===== src/rtl/shift_rx_deser.sv =====
// shift_rx_deser: serial-in / parallel-out receiver for an LSB-first
// strobed serial stream. Rebuilds WIDTH-bit words, starting each word on a
// bit qualified by frame, and presents them on a valid/ready handshake.
//
// Optional feature macro: PARITY_CHECK_EN
//   defined   - one extra even-parity bit follows each word; par_err is
//               loaded with dout.
//   undefined - completion on bit WIDTH; par_err tied to 0.
//
// Ports:
//   clk        system clock, rising edge
//   reset_n    asynchronous active-low reset
//   sin        serial data bit (sampled when sin_en=1)
//   sin_en     bit strobe
//   frame      start-of-word marker, qualified by sin_en
//   ready      consumer accepts dout when valid=1
//   clr_err    synchronous clear of sticky overrun/frame_err
//   dout       received word, LSB = first bit received
//   valid      dout holds an unconsumed word
//   overrun    sticky: a completed word was dropped
//   frame_err  sticky: frame arrived mid-word, partial word discarded
//   par_err    parity mismatch for the current dout word
module shift_rx_deser #(
    parameter int WIDTH = 4,
    parameter int CNT_W = 5
) (
    input  logic             clk,
    input  logic             reset_n,
    input  logic             sin,
    input  logic             sin_en,
    input  logic             frame,
    input  logic             ready,
    input  logic             clr_err,
    output logic [WIDTH-1:0] dout,
    output logic             valid,
    output logic             overrun,
    output logic             frame_err,
    output logic             par_err
);

`ifdef PARITY_CHECK_EN
    typedef enum logic [1:0] {IDLE, SHIFT, PARITY} state_t;
`else
    typedef enum logic [1:0] {IDLE, SHIFT} state_t;
`endif

    state_t             r_state, w_state_nx;
    logic [WIDTH-1:0]   r_sr, w_sr_nx, w_sr_shift, w_word;
    logic [CNT_W-1:0]   r_cnt, w_cnt_nx;
    logic               w_done, w_ferr_set;
    logic [WIDTH-1:0]   r_dout;
    logic               r_valid, r_overrun, r_frame_err;
`ifdef PARITY_CHECK_EN
    logic               w_par;
    logic               r_par_err;
`endif

    // LSB-first: new bit enters at the top, oldest bit ends up in bit 0.
    assign w_sr_shift = {sin, r_sr[WIDTH-1:1]};

    always_ff @(posedge clk or negedge reset_n) begin
        if (!reset_n) begin
            r_state <= IDLE;
            r_sr    <= '0;
            r_cnt   <= '0;
        end else begin
            r_state <= w_state_nx;
            r_sr    <= w_sr_nx;
            r_cnt   <= w_cnt_nx;
        end
    end

    always_comb begin
        w_state_nx = r_state;
        w_sr_nx    = r_sr;
        w_cnt_nx   = r_cnt;
        w_done     = 1'b0;
        w_word     = w_sr_shift;
        w_ferr_set = 1'b0;
`ifdef PARITY_CHECK_EN
        w_par      = 1'b0;
`endif
        case (r_state)
            IDLE: begin
                // Unframed strobes in IDLE are line noise and are dropped.
                if (sin_en && frame) begin
                    w_sr_nx    = w_sr_shift;
                    w_cnt_nx   = CNT_W'(1);
                    w_state_nx = SHIFT;
                end
            end
            SHIFT: begin
                if (sin_en) begin
                    w_sr_nx = w_sr_shift;
                    if (frame) begin
                        // Resync: this bit becomes bit 0 of a fresh word.
                        w_ferr_set = 1'b1;
                        w_cnt_nx   = CNT_W'(1);
                    end else begin
                        w_cnt_nx = r_cnt + CNT_W'(1);
                        if (r_cnt == CNT_W'(WIDTH-1)) begin
`ifdef PARITY_CHECK_EN
                            w_state_nx = PARITY;
`else
                            w_done     = 1'b1;
                            w_state_nx = IDLE;
`endif
                        end
                    end
                end
            end
`ifdef PARITY_CHECK_EN
            PARITY: begin
                if (sin_en) begin
                    if (frame) begin
                        w_ferr_set = 1'b1;
                        w_sr_nx    = w_sr_shift;
                        w_cnt_nx   = CNT_W'(1);
                        w_state_nx = SHIFT;
                    end else begin
                        // Even parity: XOR over data and parity bit is 0.
                        w_done     = 1'b1;
                        w_word     = r_sr;
                        w_par      = (^r_sr) ^ sin;
                        w_state_nx = IDLE;
                    end
                end
            end
`endif
            default: w_state_nx = IDLE;
        endcase
    end

    always_ff @(posedge clk or negedge reset_n) begin
        if (!reset_n) begin
            r_dout      <= '0;
            r_valid     <= 1'b0;
            r_overrun   <= 1'b0;
            r_frame_err <= 1'b0;
`ifdef PARITY_CHECK_EN
            r_par_err   <= 1'b0;
`endif
        end else begin
            // A held, unaccepted word wins over a newly completed one.
            if (w_done && !(r_valid && !ready)) begin
                r_dout  <= w_word;
                r_valid <= 1'b1;
`ifdef PARITY_CHECK_EN
                r_par_err <= w_par;
`endif
            end else if (r_valid && ready) begin
                r_valid <= 1'b0;
            end

            if (w_done && r_valid && !ready) r_overrun <= 1'b1;
            else if (clr_err)                r_overrun <= 1'b0;

            if (w_ferr_set)   r_frame_err <= 1'b1;
            else if (clr_err) r_frame_err <= 1'b0;
        end
    end

    assign dout      = r_dout;
    assign valid     = r_valid;
    assign overrun   = r_overrun;
    assign frame_err = r_frame_err;
`ifdef PARITY_CHECK_EN
    assign par_err   = r_par_err;
`else
    assign par_err   = 1'b0;
`endif

endmodule


===== config.mk =====
export PLATFORM = sky130hd
export DESIGN_NAME = shift_rx_deser
export DESIGN_NICKNAME = d
export VERILOG_FILES = /design/src/rtl/shift_rx_deser.sv
export SDC_FILE = /design/constraint.sdc
export NUM_CORES = 1
export LEC_CHECK = 0
export ABC_AREA = 0
export ABC_CLOCK_PERIOD_IN_PS = 2310
export BUFFER_PORTS_ARGS = -buffer_cell sky130_fd_sc_hd__buf_4
export CORE_AREA = 2 2 43 45
export DETAILED_ROUTE_END_ITERATION = 8
export DIE_AREA = 0 0 45 47
export PLACE_DENSITY_LB_ADDON = 0.2
export RECOVER_POWER = 25
export SKIP_LAST_GASP = 1
export SLEW_MARGIN = 20
export SYNTH_ARGS = -nofsm -noshare
export SYNTH_HDL_FRONTEND = slang
export SYNTH_SLANG_ARGS = --single-unit

===== constraint.sdc =====
create_clock -name clk -period 2.31 [get_ports clk]
set_clock_uncertainty 0.2 [all_clocks]
set_input_delay 0.231 -clock clk [delete_from_list [all_inputs] [get_ports clk]]
set_output_delay 0.231 -clock clk [all_outputs]
set_load 0.02 [all_outputs]

==> results.ini, run 1 <==
[run_status]
status = finished clean

[yosys]
ys_warn_count = 0
synth_fp_nets = 63
synth_ff_type = dfrtp_1
synth-edff-count = 0
synth_top_area_cell = dfrtp_1
async_reset_ff_frac = 1.000
syn_inst = 55
synth_most_common_cell = dfrtp_1
synth.avg_cell_area_um2 = 12.69
synth_top_area_share = 0.5735
synth.area.top_cells = dfrtp_1 (57%), mux2_1 (6.5%), mux2_2 (4.8%)
netlist_area_um2 = 698.2
yosysUniqueCellTypes = 22
synth_seq_cells = 16
yosys-top-cells-count = dfrtp_1 (16), nand2_1 (6), mux2_1 (4), o21ai_0 (4)
ys_seq_area_frac = 0.5735

[worst_setup_path]
critPathLaunchType = flip-flop
critical_path_required_ns = 2.29
arrival_ns = 1.72
cp-end-kind = flip-flop
critPathMaxStageDelay_ns = 0.40
crit_chain = ha_1 > nor4b_4 > nand3_2 > mux2_1
cp_top_family = simple AND/OR/NAND/NOR gates
slowest_stage = dfrtp_1
worstSetupPathType = reg2reg
crit_fanout = 4
critPathBufInv = 0

[timing]
hold_ws_ns = 0.02504
fin_crit_sh = 0.7512
slew_headroom = 0.4388
period_needed_ns = 1.735
hold_viol = 0
rsz0062_at_grt = no
tightestPinTransition_ns = 0.8418
max_freq_mhz = 576.3
report.final.slew_viol_count = 0
setup_viol = 0
timing.setup.tns_ns = 0
fin_ws_ns = 0.5748

[detailed_routing]
detail_route.wl_per_cell_um = 12.99
num_vias = 477
antenna_left = 0
dr.pass1.iters = 2
drtIter0Drc = 6
routed_wl_um = 1195
viasPerCell = 5.185
drc = 0

[pwr]
p_comb_frac = 0.316
p_leak_nw = 0.4157
seqPwrFrac = 0.479
power_mw = 0.9155
p_sw_mw = 0.2997
pwr-share-clk = 0.205
vdd_drop_max_v = 0.0005883
p_int_mw = 0.6158
power_density_mw_per_mm2 = 1038
switching_share = 0.3273

[cts]
ctsResizeCount = 0
clk_latency_ns = 0.29
clock_path_buffers = 2
root_buffer = clkbuf_4
path_clk_slew_ns = 0.10
htree_levels = 1
numCtsBuffers = 3
cts_tree = yes
cts_sinks = 16

[grt]
grt_usage = 0.1312
antenna_found_initial = 0
grt_pass1_wl_um = 1966
grt_max_degree = 17
gr-total-overflow = 0
grt_pass1_vias = 437

[finish]
num-nets-final = 84
drive_gt1_frac = 0.3067
n_fill_cell = 137
n_antenna_cell = 0
synthToLayoutAreaGrowth_pct = 26.34

[place]
dpl_worst_slack_ns = 0.5507
dp_hpwl_um = 864.7
gp_congestion = 0.7694
port_buffers = 13

[die]
die_h_um = 47
die_w_um = 45
die_area_mm2 = 0.002115
rows = 15
start_util = 0.4227
io_pins = 15
core_mm2 = 0.001652

[worst_hold_path]
hold_class = in2reg

[run]
cap_viol_max_count = 0

==> sequential cells by signal, summed over array words and instances (netlist names) <==
signal     count
overrun        1
valid          1
r_cnt          5
r_sr           3
frame_err      1
r_state        1
dout           4
==> repair_timing <==
action,in CTS,in global routing
hold buffers,4,0
hold endpoints to repair,21,0
buffers inserted,0,0
==> cells in the final DEF (no fill, tap or decap), types with 2 or more instances in the layout <==
master and count:
xor2_1 2, clkbuf_4 3, buf_4 12, mux2_1 4, a22o_1 2, nand2_1 6
dlygate4sd3_1 4, o21ai_0 4, mux2_2 3, inv_1 2, dfrtp_1 16, nand3_1 3
==> cell type report <==
class                      instances  area [um2]  share of cell area
sequential                        16       400.4              0.4539
multi-input combinational         36       282.8              0.3206
tap                               17       21.27             0.02411
timing repair buffer              17       133.9              0.1518
clock buffer                       4       36.28             0.04113
inverter                           2       7.507            0.008511
==> routing by layer <==
layer | part of all wire | GRT usage
met4 | 0.016 | 0.07647
met3 | 0.041 | 0.03077
met2 | 0.46 | 0.1800
met5 | 0 | 0
met1 | 0.48 | 0.1892
==> cells by family after synthesis <==
family,Yosys count,synth area share
XOR/XNOR,2,0.02509
multiplexers,7,0.1129
buffers and inverters,3,0.02151
other,1,0.005371
AND/OR/NAND/NOR,15,0.1452
AO/OA/AOI/OAI,10,0.09859
adder cells (fa/ha/maj),1,0.01792
flip-flops,16,0.5735
==> power by group through the flow <==
stage / Sequential (mW) / Combinational, mW / Clock [mW]
6_report: 0.439 / 0.289 / 0.188
5_1_grt: 0.453 / 0.320 / 0.204
4_1_cts: 0.439 / 0.296 / 0.195
3_5_place_dp: 0.444 / 0.289 / 0
3_3_place_gp: 0.443 / 0.284 / 0
2_1_floorplan: 0.481 / 0.134 / 0
==> worst register-to-register path, stage by stage (launching register included) <==
cell     delay (ns)
dfrtp_1        0.40
ha_1           0.22
nor4b_4        0.28
nand3_2        0.18
mux2_1         0.34
==> metrics by stage <==
| step | util | instance area (um2) | std cells |
|---|---|---|---|
| global route | 0.5341 | 882.1 | 92 |
| global placement | 0.4902 | 809.5 | 84 |
| finish | 0.5341 | 882.1 | 92 |
| detailed placement | 0.4902 | 809.5 | 84 |
| floorplan | - | 698.2 | 55 |
| CTS | 0.5364 | 885.9 | 92 |
==> final timing paths <==
kind | startpoint | end | slack [ns] | depth (start not counted)
worst min-delay path | sin_en | r_state[0] | 0.03 | 2
min in group asynchronous | reset_n | r_cnt[3] | 0.35 | 2
worst min register to register | r_sr[1] | dout[0] | 0.30 | 1
worst max register to register | r_cnt[0] | dout[0] | 0.57 | 4
worst max-delay path | r_cnt[0] | dout[0] | 0.57 | 4
max in group asynchronous | reset_n | overrun | 1.04 | 2
(Power assumes the default switching activity.)
==> run 2: changes to the inputs <==
--- a/config.mk
+++ b/config.mk
@@ -6,7 +6,7 @@
 export NUM_CORES = 1
 export LEC_CHECK = 0
 export ABC_AREA = 0
-export ABC_CLOCK_PERIOD_IN_PS = 2310
+export ABC_CLOCK_PERIOD_IN_PS = 1450
 export BUFFER_PORTS_ARGS = -buffer_cell sky130_fd_sc_hd__buf_4
 export CORE_AREA = 2 2 43 45
 export DETAILED_ROUTE_END_ITERATION = 8
==> constraint.sdc (replaced) <==
create_clock -name clk -period 1.45 [get_ports clk]
set_clock_uncertainty 0.2 [all_clocks]
set_input_delay 0.145 -clock clk [delete_from_list [all_inputs] [get_ports clk]]
set_output_delay 0.145 -clock clk [all_outputs]
set_load 0.02 [all_outputs]
==> run 2 against run 1 <==
  * The run now ends with negative setup slack left
  * Count of clock-buffer cells in the layout down 1
  * Utilization up 6.1 points
  * Sequential share of layout area down 4.7 points
  * First-iteration DRC count down 33%
  * Sequential cell count unchanged
  * Clock power up 18%
  * Sequential power up 57%
  * Global-route usage up 1.4 points
  * Die area unchanged
  * Routed wire length up 13%
  * Via count up 8.0%
  * Critical path type unchanged
==> results.ini, run 2 (synthesis gave the netlist of run 1 again) <==
[finish]
num-nets-final = 96  ; +14%
n_antenna_cell = 0  ; unchanged
synthToLayoutAreaGrowth_pct = 40.86
finish.utilization = 0.5955  ; +0.06136
drive_gt1_frac = 0.4302  ; +0.1236
final-instance-count-excl-fill = 103  ; +12%
largest_register_ffs = 5  ; unchanged
largest_register = r_cnt
final_common_cell = buf_4
layout_common_cells = buf_4 (23), dfrtp_1 (16), nand2_1 (5), dlygate4sd3_1 (5), o21ai_0 (4)

[detailed_routing]
drc = 0  ; unchanged
drtIter0Drc = 4  ; -2
antenna_left = 0  ; unchanged
routed_wl_um = 1350  ; +13%
detail_route.wl_per_cell_um = 13.11  ; +0.91%
dr.pass1.iters = 3  ; +1
viasPerCell = 5.000  ; -3.6%
num_vias = 515  ; +8.0%

[pwr]
pwr-share-clk = 0.144  ; -0.061
p_leak_nw = 0.4744  ; +14%
vdd_drop_max_v = 0.0009452  ; +61%
p_sw_mw = 0.4958  ; +65%
seqPwrFrac = 0.447  ; -0.032
p_int_mw = 1.045  ; +70%
p_comb_frac = 0.408  ; +0.092
switching_share = 0.3219  ; -0.005496
power_density_mw_per_mm2 = 1566  ; +51%

[timing]
max_freq_mhz = 625.2  ; +8.5%
setup_viol = 5  ; +5
fin_ws_ns = -0.1496  ; -0.7244 ns
hold_viol = 0  ; unchanged
slew_headroom = 0.4244  ; -0.01436
timing.setup.tns_ns = -0.6324  ; -0.6324 ns
rsz0062_at_grt = yes
fin_crit_sh = 1.103  ; +0.3520
hold_ws_ns = 0.01388  ; -0.01116 ns
period_needed_ns = 1.600  ; -0.1356 ns
report.final.slew_viol_count = 0  ; unchanged
tightestPinTransition_ns = 0.8633  ; +0.02155 ns

[cts]
numCtsBuffers = 3  ; unchanged
cts_tree = yes
path_clk_slew_ns = 0.09  ; about the same
root_buffer = clkbuf_4
htree_levels = 1  ; unchanged
cts_sinks = 16  ; unchanged
clk_latency_ns = 0.28  ; about the same
clock_path_buffers = 2  ; unchanged

[worst_setup_path]
critPathLaunchType = flip-flop
setup.worst_path.start = r_cnt[0]
r2r_slack_ns = -0.15  ; -0.72 ns
rr_startpoint = r_cnt[0]
worst-r2r-cell-count = 4  ; unchanged
slowest_stage = dfrtp_1
worstSetupPathType = reg2reg
rr_endpoint = dout[2]
arrival_ns = 1.56  ; -0.16 ns
cp-end-kind = flip-flop
critical_path_required_ns = 1.41  ; -0.88 ns
critPathMaxStageDelay_ns = 0.38  ; -0.02 ns
crit_chain = ha_2 > nor4b_4 > nand3_2 > mux2_1
crit_fanout = 4  ; unchanged
setup.worst_path.end = dout[2]

[die]
die_h_um = 47  ; unchanged
rows = 15  ; unchanged
core_mm2 = 0.001652  ; unchanged
start_util = 0.4227  ; unchanged
die_area_mm2 = 0.002115  ; unchanged
io_pins = 15  ; unchanged
die_w_um = 45  ; unchanged

[place]
dp_cells = 95  ; +13%
dp_hpwl_um = 977.5  ; +13%
port_buffers = 13  ; unchanged
gp_congestion = 0.7737  ; +0.56%

[run_status]
failed_checks = negative setup slack
status = finished with violations

[grt]
grt_pass1_wl_um = 2070  ; +5.3%
grt_max_degree = 17  ; unchanged
grt_usage = 0.1447  ; +0.01350
antenna_found_initial = 0  ; unchanged
gr-total-overflow = 0  ; unchanged
grt_pass1_vias = 493  ; +13%

[run]
cap_viol_max_count = 0  ; unchanged

[worst_hold_path]
hp-start = ready
hold_class = in2reg

run 2: area by class of cell:
type,count,area [um2]
tap,17,21.27
multi-input combinational,36,305.3
fill,157,668.1
clock buffer,3,22.52
sequential,16,400.4
inverter,2,7.507
timing repair buffer,29,226.5
run 2: worst min-delay path by stage:
stage / slack, ns / depth (start not counted) / endpoint
detailed placement: -0.18 / 1 / r_cnt[3]
global route: 0.03 / 3 / valid
global placement: -0.18 / 1 / r_cnt[0]
CTS: -0.001 / 3 / valid
floorplan: -0.35 / 0 / dout[0]
finish: 0.01 / 3 / valid
run 2: metrics by stage:
stage                     power [mW]  instance area (um2)  setup slack [ns]
after floorplan               0.9830                700.7           -0.1275
after global placement         1.272                894.6           -0.1308
after detailed placement       1.286                894.6           -0.1355
after CTS                      1.525                967.2           -0.1411
after global routing           1.636                983.4           -0.2035
final                          1.540                983.4           -0.1496
run 2: metal layers:
layer | global-route usage | vias to the layer above | part of all wire
li1 | - | 256 | -
met1 | 0.1707 | 248 | 0.46
met2 | 0.2400 | 9 | 0.49
met3 | 0.02308 | 2 | 0.035
met4 | 0.1059 | 0 | 0.013
met5 | 0 | - | 0
run 2: worst max-delay path: cells and delay by family (launching register included):
kind,cells,cell delay (ns)
DFF,1,0.38
muxes,1,0.33
and+or+nand+nor,2,0.38
adders and majority gates,1,0.18
run 2: timing repair:
item | in CTS | in global routing
buffers inserted | 0 | 2
gates resized for setup | 0 | 4
setup endpoints to repair | 5 | 7
hold buffers | 5 | 0
pin swaps | 1 | 4
endpoints found under the hold margin | 22 | 0
run 2: power groups by stage:
stage / logic [mW] / registers [mW] / clock network (mW)
6_report: 0.629 / 0.689 / 0.222
3_5_place_dp: 0.593 / 0.692 / 0
4_1_cts: 0.605 / 0.684 / 0.235
2_1_floorplan: 0.215 / 0.768 / 0
5_1_grt: 0.689 / 0.699 / 0.247
3_3_place_gp: 0.581 / 0.691 / 0
